--- config.mk ---
export PLATFORM = sky130hd
export DESIGN_NAME = clk_shifter
export DESIGN_NICKNAME = d
export VERILOG_FILES = /design/src/rtl/clk_shifter.sv
export SDC_FILE = /design/constraint.sdc
export NUM_CORES = 1
export LEC_CHECK = 0
export BUFFER_PORTS_ARGS = -buffer_cell sky130_fd_sc_hd__clkbuf_2
export CAP_MARGIN = 10
export CORE_AREA = 2 2 64 66
export CTS_CLUSTER_SIZE = 10
export DETAILED_ROUTE_END_ITERATION = 16
export DIE_AREA = 0 0 66 68
export HOLD_SLACK_MARGIN = 0.08
export PLACE_DENSITY = 0.82
export SLEW_MARGIN = 15
export SYNTH_ARGS = -nofsm -noshare
export SYNTH_HDL_FRONTEND = slang
export SYNTH_SLANG_ARGS = --single-unit
--- constraint.sdc ---
create_clock -name clk_i -period 2 [get_ports clk_i]
set_input_delay 0.3 -clock clk_i [delete_from_list [all_inputs] [get_ports clk_i]]
set_output_delay 0.3 -clock clk_i [all_outputs]
set_load 0.005 [all_outputs]
--- src/rtl/clk_shifter.sv ---
// clk_shifter: bit-serial shift engine driven by clk_gen's clk_posedge strobe.
// Shifts a 1..8 bit frame out on sdo_o (MSB- or LSB-first) and, when the
// receive path is built, captures the same number of bits from sdi_i.
//
// Build option: define CLK_SHIFT_RX_EN to build the receive path
// (rx_shift/rx_byte, sdi_i sampled, DATA reads return rx_byte). Without it
// DATA reads return the last byte accepted by a DATA write.
//
// Ports:
//   clk_i, rst_i        system clock, synchronous active-high reset
//   stb_i, we_i, adr_i  register bus strobe / write enable / address [5:2]
//   dat_i, dat_o, ack_o write data, registered read data, 1-cycle ack
//   clk_posedge         serial clock rising-edge strobe from clk_gen
//   sdi_i, sdo_o        serial data in / out
//   sclk_en_o           pad gate for the serial clock, high while busy
module clk_shifter (
  input  logic       clk_i,
  input  logic       rst_i,
  input  logic       stb_i,
  input  logic       we_i,
  input  logic [5:2] adr_i,
  input  logic [7:0] dat_i,
  output logic [7:0] dat_o,
  output logic       ack_o,
  input  logic       clk_posedge,
  input  logic       sdi_i,
  output logic       sdo_o,
  output logic       sclk_en_o
);
  localparam logic [3:0] CLK_SHIFT_STATUS = 4'h0;
  localparam logic [3:0] CLK_SHIFT_DATA   = 4'h1;
  localparam logic [3:0] CLK_SHIFT_CNT    = 4'h2;

  typedef enum logic [1:0] {ST_IDLE, ST_SHIFT, ST_DONE} state_t;

  state_t      state_q, state_d;
  logic        ack_q, ack_d;
  logic [7:0]  dat_q, dat_d;
  logic        lsb_first_q, lsb_first_d;
  logic [3:0]  cnt_q, cnt_d;
  logic        done_q, done_d;
  logic        ovr_q, ovr_d;
  logic [7:0]  tx_q, tx_d;
  logic [3:0]  bit_cnt_q, bit_cnt_d;
  logic        lsb_lat_q, lsb_lat_d;
  logic        sdo_q, sdo_d;
  logic [7:0]  data_rd;

  logic        acc, busy, cur_bit;
  logic [3:0]  eff_cnt;

`ifdef CLK_SHIFT_RX_EN
  logic [7:0]  rx_shift_q, rx_shift_d;
  logic [7:0]  rx_byte_q, rx_byte_d;
  assign data_rd = rx_byte_q;
`else
  logic [7:0]  wr_byte_q, wr_byte_d;
  logic        unused_sdi;
  assign unused_sdi = sdi_i;
  assign data_rd    = wr_byte_q;
`endif

  // Strobes landing on the ack cycle are dropped.
  assign acc     = stb_i & ~ack_q;
  assign busy    = (state_q != ST_IDLE);
  assign cur_bit = lsb_lat_q ? tx_q[0] : tx_q[7];
  // 0 and anything above 8 both mean a full byte.
  assign eff_cnt = (cnt_q == 4'd0 || cnt_q > 4'd8) ? 4'd8 : cnt_q;

  always_comb begin
    state_d     = state_q;
    ack_d       = acc;
    dat_d       = 8'h00;
    lsb_first_d = lsb_first_q;
    cnt_d       = cnt_q;
    done_d      = done_q;
    ovr_d       = ovr_q;
    tx_d        = tx_q;
    bit_cnt_d   = bit_cnt_q;
    lsb_lat_d   = lsb_lat_q;
    sdo_d       = sdo_q;
`ifdef CLK_SHIFT_RX_EN
    rx_shift_d  = rx_shift_q;
    rx_byte_d   = rx_byte_q;
`else
    wr_byte_d   = wr_byte_q;
`endif

    if (acc && !we_i) begin
      case (adr_i)
        CLK_SHIFT_STATUS: dat_d = {4'h0, ovr_q, done_q, lsb_first_q, busy};
        CLK_SHIFT_DATA:   dat_d = data_rd;
        CLK_SHIFT_CNT:    dat_d = {4'h0, cnt_q};
        default:          dat_d = 8'h00;
      endcase
    end

    if (acc && we_i) begin
      case (adr_i)
        CLK_SHIFT_STATUS: begin
          lsb_first_d = dat_i[1];
          if (dat_i[2]) done_d = 1'b0;
          if (dat_i[3]) ovr_d  = 1'b0;
        end
        CLK_SHIFT_DATA: begin
          if (busy) begin
            ovr_d = 1'b1;
          end else begin
            tx_d      = dat_i;
            bit_cnt_d = eff_cnt;
            lsb_lat_d = lsb_first_q;  // bit order frozen for this frame
            state_d   = ST_SHIFT;
`ifdef CLK_SHIFT_RX_EN
            rx_shift_d = 8'h00;       // short frames must not inherit old bits
`else
            wr_byte_d  = dat_i;
`endif
          end
        end
        CLK_SHIFT_CNT: cnt_d = dat_i[3:0];
        default: ;
      endcase
    end

    // Placed after the bus write so a DONE-cycle set beats a W1C of done.
    case (state_q)
      ST_SHIFT: begin
        sdo_d = cur_bit;  // remembered so sdo_o holds after the frame
        if (clk_posedge) begin
          tx_d      = lsb_lat_q ? {1'b0, tx_q[7:1]} : {tx_q[6:0], 1'b0};
          bit_cnt_d = bit_cnt_q - 4'd1;
`ifdef CLK_SHIFT_RX_EN
          // MSB-first fills from bit 0 so short frames end right-aligned.
          rx_shift_d = lsb_lat_q ? {sdi_i, rx_shift_q[7:1]} : {rx_shift_q[6:0], sdi_i};
`endif
          if (bit_cnt_q == 4'd1) state_d = ST_DONE;
        end
      end
      ST_DONE: begin
        done_d  = 1'b1;
        state_d = ST_IDLE;
`ifdef CLK_SHIFT_RX_EN
        rx_byte_d = rx_shift_q;
`endif
      end
      default: ;
    endcase
  end

  always_ff @(posedge clk_i) begin
    if (rst_i) begin
      state_q     <= ST_IDLE;
      ack_q       <= 1'b0;
      dat_q       <= 8'h00;
      lsb_first_q <= 1'b0;
      cnt_q       <= 4'h0;
      done_q      <= 1'b0;
      ovr_q       <= 1'b0;
      tx_q        <= 8'h00;
      bit_cnt_q   <= 4'h0;
      lsb_lat_q   <= 1'b0;
      sdo_q       <= 1'b0;
`ifdef CLK_SHIFT_RX_EN
      rx_shift_q  <= 8'h00;
      rx_byte_q   <= 8'h00;
`else
      wr_byte_q   <= 8'h00;
`endif
    end else begin
      state_q     <= state_d;
      ack_q       <= ack_d;
      dat_q       <= dat_d;
      lsb_first_q <= lsb_first_d;
      cnt_q       <= cnt_d;
      done_q      <= done_d;
      ovr_q       <= ovr_d;
      tx_q        <= tx_d;
      bit_cnt_q   <= bit_cnt_d;
      lsb_lat_q   <= lsb_lat_d;
      sdo_q       <= sdo_d;
`ifdef CLK_SHIFT_RX_EN
      rx_shift_q  <= rx_shift_d;
      rx_byte_q   <= rx_byte_d;
`else
      wr_byte_q   <= wr_byte_d;
`endif
    end
  end

  assign dat_o     = dat_q;
  assign ack_o     = ack_q;
  assign sclk_en_o = busy;
  // Live bit while shifting; last shifted bit otherwise.
  assign sdo_o     = (state_q == ST_SHIFT) ? cur_bit : sdo_q;

endmodule

==> flow_summary.json, run 1 <==
{
  "status": "completed",
  "yosysWarningCount": 0,
  "switching_power_mw": 0.3297,
  "dp_cells": 274,
  "cts_buffer_depth": 2,
  "syn_nets": 225,
  "dp_slack_ps": 349.2,
  "hold_viol_final": 0,
  "root_buffer": "clkbuf_8",
  "clk_pin_slew_ps": 70,
  "regToRegSetupSlack_ps": 430,
  "rr_startpoint": "state_q[0]",
  "fin_worst_skew_ps": 3.754,
  "p_int_mw": 1.111,
  "drc": 0,
  "antenna_found_initial": 0,
  "worst_pin_slew_ps": 363.0,
  "startpoint": "lsb_lat_q",
  "postCtsSetupRepairBufs": 0,
  "num_vias": 1501,
  "syn_area_per_cell_sq_um": 9.080,
  "floorplan.initialDensity": 0.4757,
  "die_y_um": 68,
  "critPathMaxFanout": 11,
  "wirelength_mm": 3.812,
  "final_util": 0.5458,
  "slew_violations": 0,
  "rr_worst_depth": 6,
  "setup_viol": 0,
  "syn_inst": 202,
  "switching_share": 0.2288,
  "r2r_end": "tx_q[5]",
  "clockPowerShare": 0.385,
  "p_seq_frac": 0.560,
  "drv_cap": 0,
  "dr.pass1.iters": 5,
  "pwr-share-comb": 0.055,
  "track_usage": 0.1861,
  "die_area_sq_mm": 0.004488,
  "cts_made_buffers": 5,
  "overflow": 0,
  "fin_crit_sh": 0.8124,
  "ios": 29,
  "cp.arrival_ps": 1320,
  "leakage_nw": 0.8341,
  "grt_max_degree": 32,
  "rows": 23,
  "tns_ps": 0,
  "area_growth_syn_to_layout_pct": 14.73,
  "ctsHoldBuffers": 0,
  "routabilityCongestion": 0.7889,
  "grt_pass1_vias": 1421,
  "period_needed_ps": 1625,
  "hpwl_mm": 2.795,
  "synth_cell_types": 37,
  "max_freq_mhz": 615.4,
  "port_buffers": 27,
  "drive_gt1_frac": 0.2198,
  "vdd_drop_max_mv": 0.3205,
  "cts_max_level": 2,
  "cts_resized": 0,
  "cp-end-kind": "primary output",
  "wire_per_inst_um": 13.52,
  "synth_seq_cells": 40,
  "fin_cells": 282,
  "antenna_cells": 0,
  "rsz0062_at_grt": "false",
  "cts_tree": "done",
  "clk_latency_ps": 300,
  "finalWorstSetupSlack_ps": 375.1,
  "drt-initial-drc-count": 68,
  "min_path_type": "in -> reg",
  "maxSlewHeadroom": 0.7580,
  "critPathCapture": "sdo_o",
  "power_density_mw_per_mm2": 684.6,
  "clock-sinks": 40,
  "yosysSeqAreaShare": 0.4366,
  "postRouteAntennaNets": 0,
  "num-nets-final": 254,
  "vias_per_cell": 5.323,
  "die_w_um": 66,
  "coreArea_sq_mm": 0.003856,
  "hold_path_depth": 2,
  "synthesis.area_sq_mm": 0.001834,
  "grt_pass1_wl_mm": 6.306,
  "startpoint_type": "flop",
  "crit_type": "reg -> out",
  "worstPathRequired_ps": 1700
}
## worst min-delay path by stage
stage	start	to	slack [ps]
2_1_floorplan	rst_i	ack_o	380
3_3_place_gp	data_rd[4]	dat_o[4]	430
3_5_place_dp	data_rd[5]	dat_o[5]	450
4_1_cts	dat_i[3]	ovr_q	240
5_1_grt	dat_i[3]	ovr_q	250
6_report	dat_i[3]	ovr_q	240
## power groups by stage
| stage | logic (mW) | clock network, mW | registers, mW |
|---|---|---|---|
| after floorplan | 0.0454 | 0 | 0.824 |
| after global placement | 0.0771 | 0 | 0.825 |
| after detailed placement | 0.0784 | 0 | 0.826 |
| after CTS | 0.0788 | 0.563 | 0.807 |
| after global routing | 0.0867 | 0.601 | 0.808 |
| final | 0.0788 | 0.555 | 0.807 |
## synth_stat cells (all sizes together)
cell	instances	area [sq um]
a21o	2	15.01
dfxtp	40	800.8
nand2b	3	18.77
a311oi	10	125.1
a211oi	8	60.06
nor3	5	25.02
nand2	30	112.6
and3b	2	18.77
o211ai	1	7.510
nor2b	3	18.77
ha	5	62.56
a21oi	20	100.1
nand4	1	6.260
nor2	17	63.81
nor4b	2	32.53
nand4b	1	8.760
a2111oi	1	15.01
mux2i	10	100.1
and2	10	62.56
a31oi	3	18.77
clkbuf	6	22.52
nor3b	1	7.510
and2b	1	8.760
a2bb2oi	1	8.760
inv	8	30.03
and3	2	17.52
nand3	2	10.01
nand3b	2	15.01
or3	1	6.260
buf	4	35.02
## through the flow
step | total power, mW | hold WS (ps) | area (sq um)
after floorplan | 0.8697 | 384.1 | 1834
after global placement | 0.9023 | 434.9 | 2012
after detailed placement | 0.9040 | 450.1 | 2012
after CTS | 1.449 | 240.6 | 2105
after global routing | 1.495 | 245.2 | 2105
final | 1.441 | 244.8 | 2105
## worst max-delay path, stage by stage, from the launching register on
cell      delay (ps)
dfxtp_1          520
mux2i_1          280
a21oi_1          110
clkbuf_2         120
## state kept, by name, summed over array words and instances, names as in the netlist
register,flops
dat_o,8
data_rd,8
tx_q,8
bit_cnt_q,4
cnt_q,4
state_q,2
ack_o,1
done_q,1
lsb_first_q,1
lsb_lat_q,1
ovr_q,1
sdo_q,1
## cell families after synthesis
family	count (synthesis)	synth area share
AO/OA/AOI/OAI	46	0.1910
buffers and inverters	18	0.04774
multiplexers	10	0.05457
flip-flops	40	0.4366
adder cells (fa/ha/maj)	5	0.03411
AND/OR/NAND/NOR	83	0.2360
## per-layer routing
layer | global-route usage | share of wire
met3 | 0.04112 | 0.056
met5 | 0 | 0
met4 | 0.07653 | 0.018
met2 | 0.3119 | 0.47
met1 | 0.2333 | 0.46
## area by class of cell
class / count / area, sq um
inverter: 8 / 30.03
clock buffer: 6 / 82.58
fill: 370 / 1752
sequential: 40 / 800.8
clock inverter: 2 / 10.01
timing repair buffer: 32 / 172.7
tap: 50 / 62.56
multi-input combinational: 144 / 945.9
## placed cells by master (no fill, tap or decap), types with 3 or more instances in the layout
cell	n
a211oi_1	8
nor2b_1	3
ha_1	5
and2_1	10
nand2_1	30
mux2i_1	10
a311oi_1	4
a31oi_1	3
nor2_1	17
nand2b_1	3
a21oi_1	20
a311oi_2	6
nor3_1	5
inv_1	8
buf_4	5
dfxtp_1	40
clkbuf_8	6
clkbuf_2	27
Note: power is estimated with default switching activity, not from simulation.
==> run 2, diff against run 1 <==
- ABC_AREA: not set -> 1
- CORE_AREA: 2 2 64 66 -> 2 2 67 69
- DIE_AREA: 0 0 66 68 -> 0 0 69 71
- PLACE_DENSITY: 0.82 -> 0.84
- clock period: 2 -> 1.44 ns (I/O delays scaled with it)
==> run 2 against run 1 <==
Net effect:
- the run now ends with negative setup slack left
- power up 54%
- first-iteration DRC count up 130%
- sequential share of layout area down 6.5 points
- setup slack worse by 550 ps
- wire length up 36%
- non-clock buffer count up 13
- final cell count up 41%
- clock power up 66%
- critical path depth up 5
- largest power group unchanged
==> flow_summary.json, run 2 <==
{
  "cp.arrival_ps": 1400,
  "power_density_mw_per_mm2": 872.3,
  "worstPathRequired_ps": 1220,
  "synth_top_area_frac": 0.4000,
  "overflow": 0,
  "grt_pass1_wl_mm": 8.142,
  "cts_tree": "done",
  "crit_type": "reg -> out",
  "clock-sinks": 40,
  "cts_buffer_depth": 2,
  "regToRegSetupSlack_ps": 20,
  "dp_slack_ps": 2.245,
  "root_buffer": "clkbuf_8",
  "rows": 24,
  "area_growth_syn_to_layout_pct": 27.38,
  "fin_worst_skew_ps": 3.099,
  "wirelength_mm": 5.166,
  "synth.most_common_cell": "nand2_1",
  "drive_gt1_frac": 0.2377,
  "antenna_cells": 0,
  "clk_pin_slew_ps": 80,
  "max_freq_mhz": 617.8,
  "hold_path_end": "cnt_q[0]",
  "clk_latency_ps": 300,
  "startpoint_type": "flop",
  "coreArea_sq_mm": 0.004204,
  "leakage_nw": 1.248,
  "drc": 0,
  "syn_area_per_cell_sq_um": 6.740,
  "layout_common_cells": "78 x nand2_1, 41 x nor2_1, 40 x inv_1",
  "yosysTopAreaCell": "dfxtp_1",
  "slew_violations": 0,
  "antenna_found_initial": 0,
  "min_path_type": "in -> reg",
  "floorplan.initialDensity": 0.4762,
  "yosysSeqAreaShare": 0.4000,
  "rsz0062_at_grt": "true",
  "final_common_cell": "nand2_1",
  "syn_inst": 297,
  "die_y_um": 71,
  "seq_area_sq_um": 803.3,
  "tns_ps": -178.6,
  "die_area_sq_mm": 0.004899,
  "syn_nets": 320,
  "maxSlewHeadroom": 0.6767,
  "drv_cap": 0,
  "netlist_top_cells_count": "84 x nand2_1, 43 x inv_1, 41 x nor2_1",
  "rr_worst_depth": 10,
  "vdd_drop_max_mv": 0.5586,
  "hpwl_mm": 3.393,
  "ctsHoldBuffers": 0,
  "dr.pass1.iters": 7,
  "setup_viol": 1,
  "violations": "negative setup slack",
  "period_needed_ps": 1619,
  "cp-end-kind": "primary output",
  "multi_input_area_sq_mm": 0.001079,
  "ios": 29,
  "port_buffers": 27,
  "synthesis.area_sq_mm": 0.002002,
  "ys.flop_type": "dfxtp_1",
  "r2r_end": "state_q[1]",
  "drt-initial-drc-count": 153,
  "wire_per_inst_um": 13.01,
  "rr_startpoint": "state_q[1]",
  "fillers": 371,
  "fin_crit_sh": 1.124,
  "status": "complete, but fails checks",
  "synth_cell_types": 28,
  "grt_max_degree": 20,
  "grt_pass1_vias": 1862,
  "routabilityCongestion": 0.8986,
  "die_w_um": 69,
  "worst_pin_slew_ps": 484.4,
  "track_usage": 0.2050,
  "critPathMaxFanout": 2,
  "synth_seq_cells": 40,
  "synth-edff-count": 0,
  "synth.area.top_cells": "dfxtp_1 40%, nand2_1 16%, inv_1 8.1%",
  "cts_max_level": 2,
  "num-nets-final": 367,
  "hold_viol_final": 0,
  "num_vias": 2053,
  "hold_path_depth": 3,
  "async_flop_share": 0,
  "postRouteAntennaNets": 0,
  "vias_per_cell": 5.171,
  "finalWorstSetupSlack_ps": -178.6,
  "yosysWarningCount": 0,
  "cts_made_buffers": 5,
  "min_from": "dat_i[0]"
}
[run 2: cells by family after synthesis]
| kind of cell | count (synthesis) | synth area share |
|---|---|---|
| adders and majority gates | 5 | 0.03125 |
| and+or+nand+nor | 168 | 0.3681 |
| AOI/OAI and AO/OA | 31 | 0.08688 |
| buffers and inverters | 53 | 0.1137 |
| DFF | 40 | 0.4000 |
[run 2: final cells by class]
| cell class | instances | share of cell area |
|---|---|---|
| Sequential cell | 40 | 0.3150 |
| Timing Repair inverter | 1 | 0.002944 |
| Clock buffer | 5 | 0.02699 |
| Clock inverter | 3 | 0.01668 |
| Tap cell | 52 | 0.02552 |
| Timing Repair Buffer | 45 | 0.1212 |
| Inverter | 45 | 0.06869 |
| Multi-Input combinational cell | 206 | 0.4230 |
[run 2: metal layers]
metal  vias up  share of wire  track usage
met4         0          0.034      0.06100
met3        14          0.063      0.05840
met2        94           0.47       0.3526
met1       925           0.43       0.2504
li1       1020              -            -
met5         -              0            0
[run 2: stage by stage]
stage | power, mW | area (sq um) | utilization | hold WS (ps) | instances
after floorplan | 1.237 | 2002 | - | 349.7 | 297
after global placement | 1.293 | 2216 | 0.5271 | 446.7 | 376
after detailed placement | 1.297 | 2216 | 0.5271 | 458.5 | 376
after CTS | 2.207 | 2369 | 0.5634 | 157.9 | 387
after global routing | 2.315 | 2550 | 0.6065 | 198.1 | 397
final | 2.224 | 2550 | 0.6065 | 158.9 | 397
[run 2: where the power goes]
part / total (mW) / switching, mW / internal (mW) / leakage, nW
logic: 0.181 / 0.111 / 0.0699 / 0.871
registers: 1.12 / 0.00727 / 1.11 / 0.324
clock network: 0.922 / 0.409 / 0.513 / 0.0541
[run 2: worst max path at each step]
| stage | startpoint | depth (start not counted) | to | slack [ps] |
|---|---|---|---|---|
| detailed placement | state_q[1] | 9 | bit_cnt_q[3] | 2 |
| floorplan | state_q[1] | 9 | bit_cnt_q[3] | 160 |
| global route | state_q[1] | 8 | sdo_o | -240 |
| global placement | state_q[1] | 9 | bit_cnt_q[3] | 80 |
| CTS | state_q[1] | 8 | sdo_o | -110 |
| finish | state_q[1] | 8 | sdo_o | -180 |
[run 2: worst max-delay path: stages, from the launching register on]
cell and delay, ps:
dfxtp_2 340, inv_2 50, ha_4 160, inv_2 60, nor2_1 40, o21ai_1 90
o21a_1 200, inv_1 60, clkbuf_2 100
[run 2: repair_timing]
action	4_1_cts	5_1_grt
resized for setup	9	20
cloned	0	3
pin swaps	3	7
endpoints found under the setup margin	3	12
setup buffers	3	7
==> run 3, diff against run 2 <==
- PLACE_DENSITY: 0.84 -> 0.72
- SETUP_SLACK_MARGIN: not set -> 0.3
- SLEW_MARGIN: 15 -> 20
==> run 3 against run 2 <==
Net effect:
- the run still ends with negative setup slack left
- via count grew 1.2%
- clock-buffer cell count unchanged
- sequential share of layout area fell by 2.5 points
- sequential cell count unchanged
- sequential power hardly changed
- non-clock buffer count is 5 higher
- power shrank 6.5%
- combinational power grew 25%
- setup slack better by 99 ps
- maximum frequency is 6.5% higher
- register-to-register slack got worse by 30 ps
- highest routed layer unchanged
==> flow_summary.json, run 3 (synthesized netlist as in run 2, its figures left out) <==
{
  "tns_ps": -109.0,
  "status": "complete, but fails checks",
  "cts_made_buffers": 5,
  "grt_max_degree": 17,
  "hold_path_end": "ack_o",
  "rr_startpoint": "state_q[1]",
  "drc": 0,
  "max_freq_mhz": 658.0,
  "hold_viol_final": 0,
  "leakage_nw": 1.246,
  "worstPathRequired_ps": 1220,
  "area_growth_syn_to_layout_pct": 38.81,
  "fin_cells": 401,
  "cts_tree": "done",
  "rr_worst_depth": 11,
  "multi_input_area_sq_mm": 0.001277,
  "wire_per_inst_um": 13.61,
  "floorplan.initialDensity": 0.4762,
  "clock-sinks": 40,
  "violations": "negative setup slack",
  "antenna_found_initial": 0,
  "cts_buffer_depth": 2,
  "antenna_cells": 0,
  "clk_latency_ps": 290,
  "critPathMaxFanout": 4,
  "hold_path_depth": 2,
  "die_area_sq_mm": 0.004899,
  "fin_crit_sh": 1.055,
  "routabilityCongestion": 0.8519,
  "num-nets-final": 372,
  "postRouteAntennaNets": 0,
  "vdd_drop_max_mv": 0.4028,
  "ctsHoldBuffers": 0,
  "startpoint_type": "flop",
  "slew_violations": 0,
  "clk_pin_slew_ps": 80,
  "hpwl_mm": 3.320,
  "dp_cells": 373,
  "worst_pin_slew_ps": 516.6,
  "fillers": 347,
  "cp-end-kind": "primary output",
  "ios": 29,
  "period_needed_ps": 1520,
  "track_usage": 0.2250,
  "root_buffer": "clkbuf_8",
  "regToRegSetupSlack_ps": -10,
  "rsz0062_at_grt": "true",
  "dr.pass1.iters": 4,
  "r2r_end": "bit_cnt_q[3]",
  "power.total_mw": 2.080,
  "die_w_um": 69,
  "layout_common_cells": "62 x nand2_1, 37 x dfxtp_1, 36 x inv_1",
  "die_y_um": 71,
  "seq_area_sq_um": 807.0,
  "min_from": "rst_i",
  "drive_gt1_frac": 0.3668,
  "cts_max_level": 2,
  "fin_worst_skew_ps": 10.02,
  "wirelength_mm": 5.459,
  "grt_pass1_wl_mm": 8.873,
  "power_density_mw_per_mm2": 748.3,
  "final_util": 0.6610,
  "rows": 24,
  "drv_cap": 0,
  "timing.hold.ws_ps": 119.5,
  "vias_per_cell": 5.180,
  "final_common_cell": "nand2_1",
  "crit_type": "reg -> out",
  "num_vias": 2077,
  "drt-initial-drc-count": 134,
  "finalWorstSetupSlack_ps": -79.87,
  "cp.arrival_ps": 1300,
  "min_path_type": "in -> reg",
  "grt_pass1_vias": 1975,
  "maxSlewHeadroom": 0.6552,
  "setup_viol": 6,
  "port_buffers": 27,
  "overflow": 0,
  "coreArea_sq_mm": 0.004204
}
run 3: cell types whose count changed in the layout (fill, tap and decap cells not counted), sizes merged:
cell,change
clkinvlp,-2
buf,+4
bufinv,-1
clkinv,+1
clkbuf,+1
nand2,+1
run 3: how the worst max path moves through the flow:
stage / endpoint / slack, ps / cells past startpoint / from
after floorplan: lsb_lat_q / 280 / 8 / state_q[1]
after global placement: tx_q[7] / 140 / 9 / state_q[1]
after detailed placement: tx_q[7] / 130 / 9 / state_q[1]
after CTS: sdo_o / -70 / 8 / state_q[1]
after global routing: sdo_o / -150 / 8 / state_q[1]
final: sdo_o / -80 / 8 / state_q[1]
run 3: per-stage QoR:
step | cell area [sq um] | setup WS (ps)
2_1_floorplan | 2036 | 280.3
3_3_place_gp | 2227 | 135.6
3_5_place_dp | 2227 | 125.7
4_1_cts | 2540 | -73.02
5_1_grt | 2779 | -146.2
6_report | 2779 | -79.87
run 3: cell type report:
cell class,count,share of cell area
Timing Repair Buffer,50,0.1342
Tap cell,52,0.02341
Inverter,45,0.06303
Multi-Input combinational cell,207,0.4597
Clock inverter,2,0.004502
Clock buffer,5,0.02476
Sequential cell,40,0.2904
run 3: metal layers:
layer,GRT usage,wire (um)
met1,0.2677,2143
met2,0.4006,2793
met3,0.04843,372
met4,0.08061,150
met5,0,0
run 3: power breakdown:
group,switching [mW],total (mW),internal [mW]
clock,0.403,0.731,0.328
combinational,0.137,0.226,0.0896
sequential,0.00868,1.12,1.11
run 3: repair_timing:
| action | CTS | global route |
|---|---|---|
| gates cloned | 3 | 0 |
| pin swaps | 19 | 11 |
| setup endpoints to repair | 25 | 37 |
| resized for setup | 38 | 36 |
| hold endpoints to repair | 0 | 0 |
| setup buffers | 7 | 11 |
run 3: worst max-delay path, cell delays in order, from the launching register on:
cell and delay, ps:
dfxtp_2 340, inv_2 50, ha_4 170, inv_2 60, nor2_1 40, o21ai_1 70, o21a_1 150, inv_1 40
clkbuf_2 100
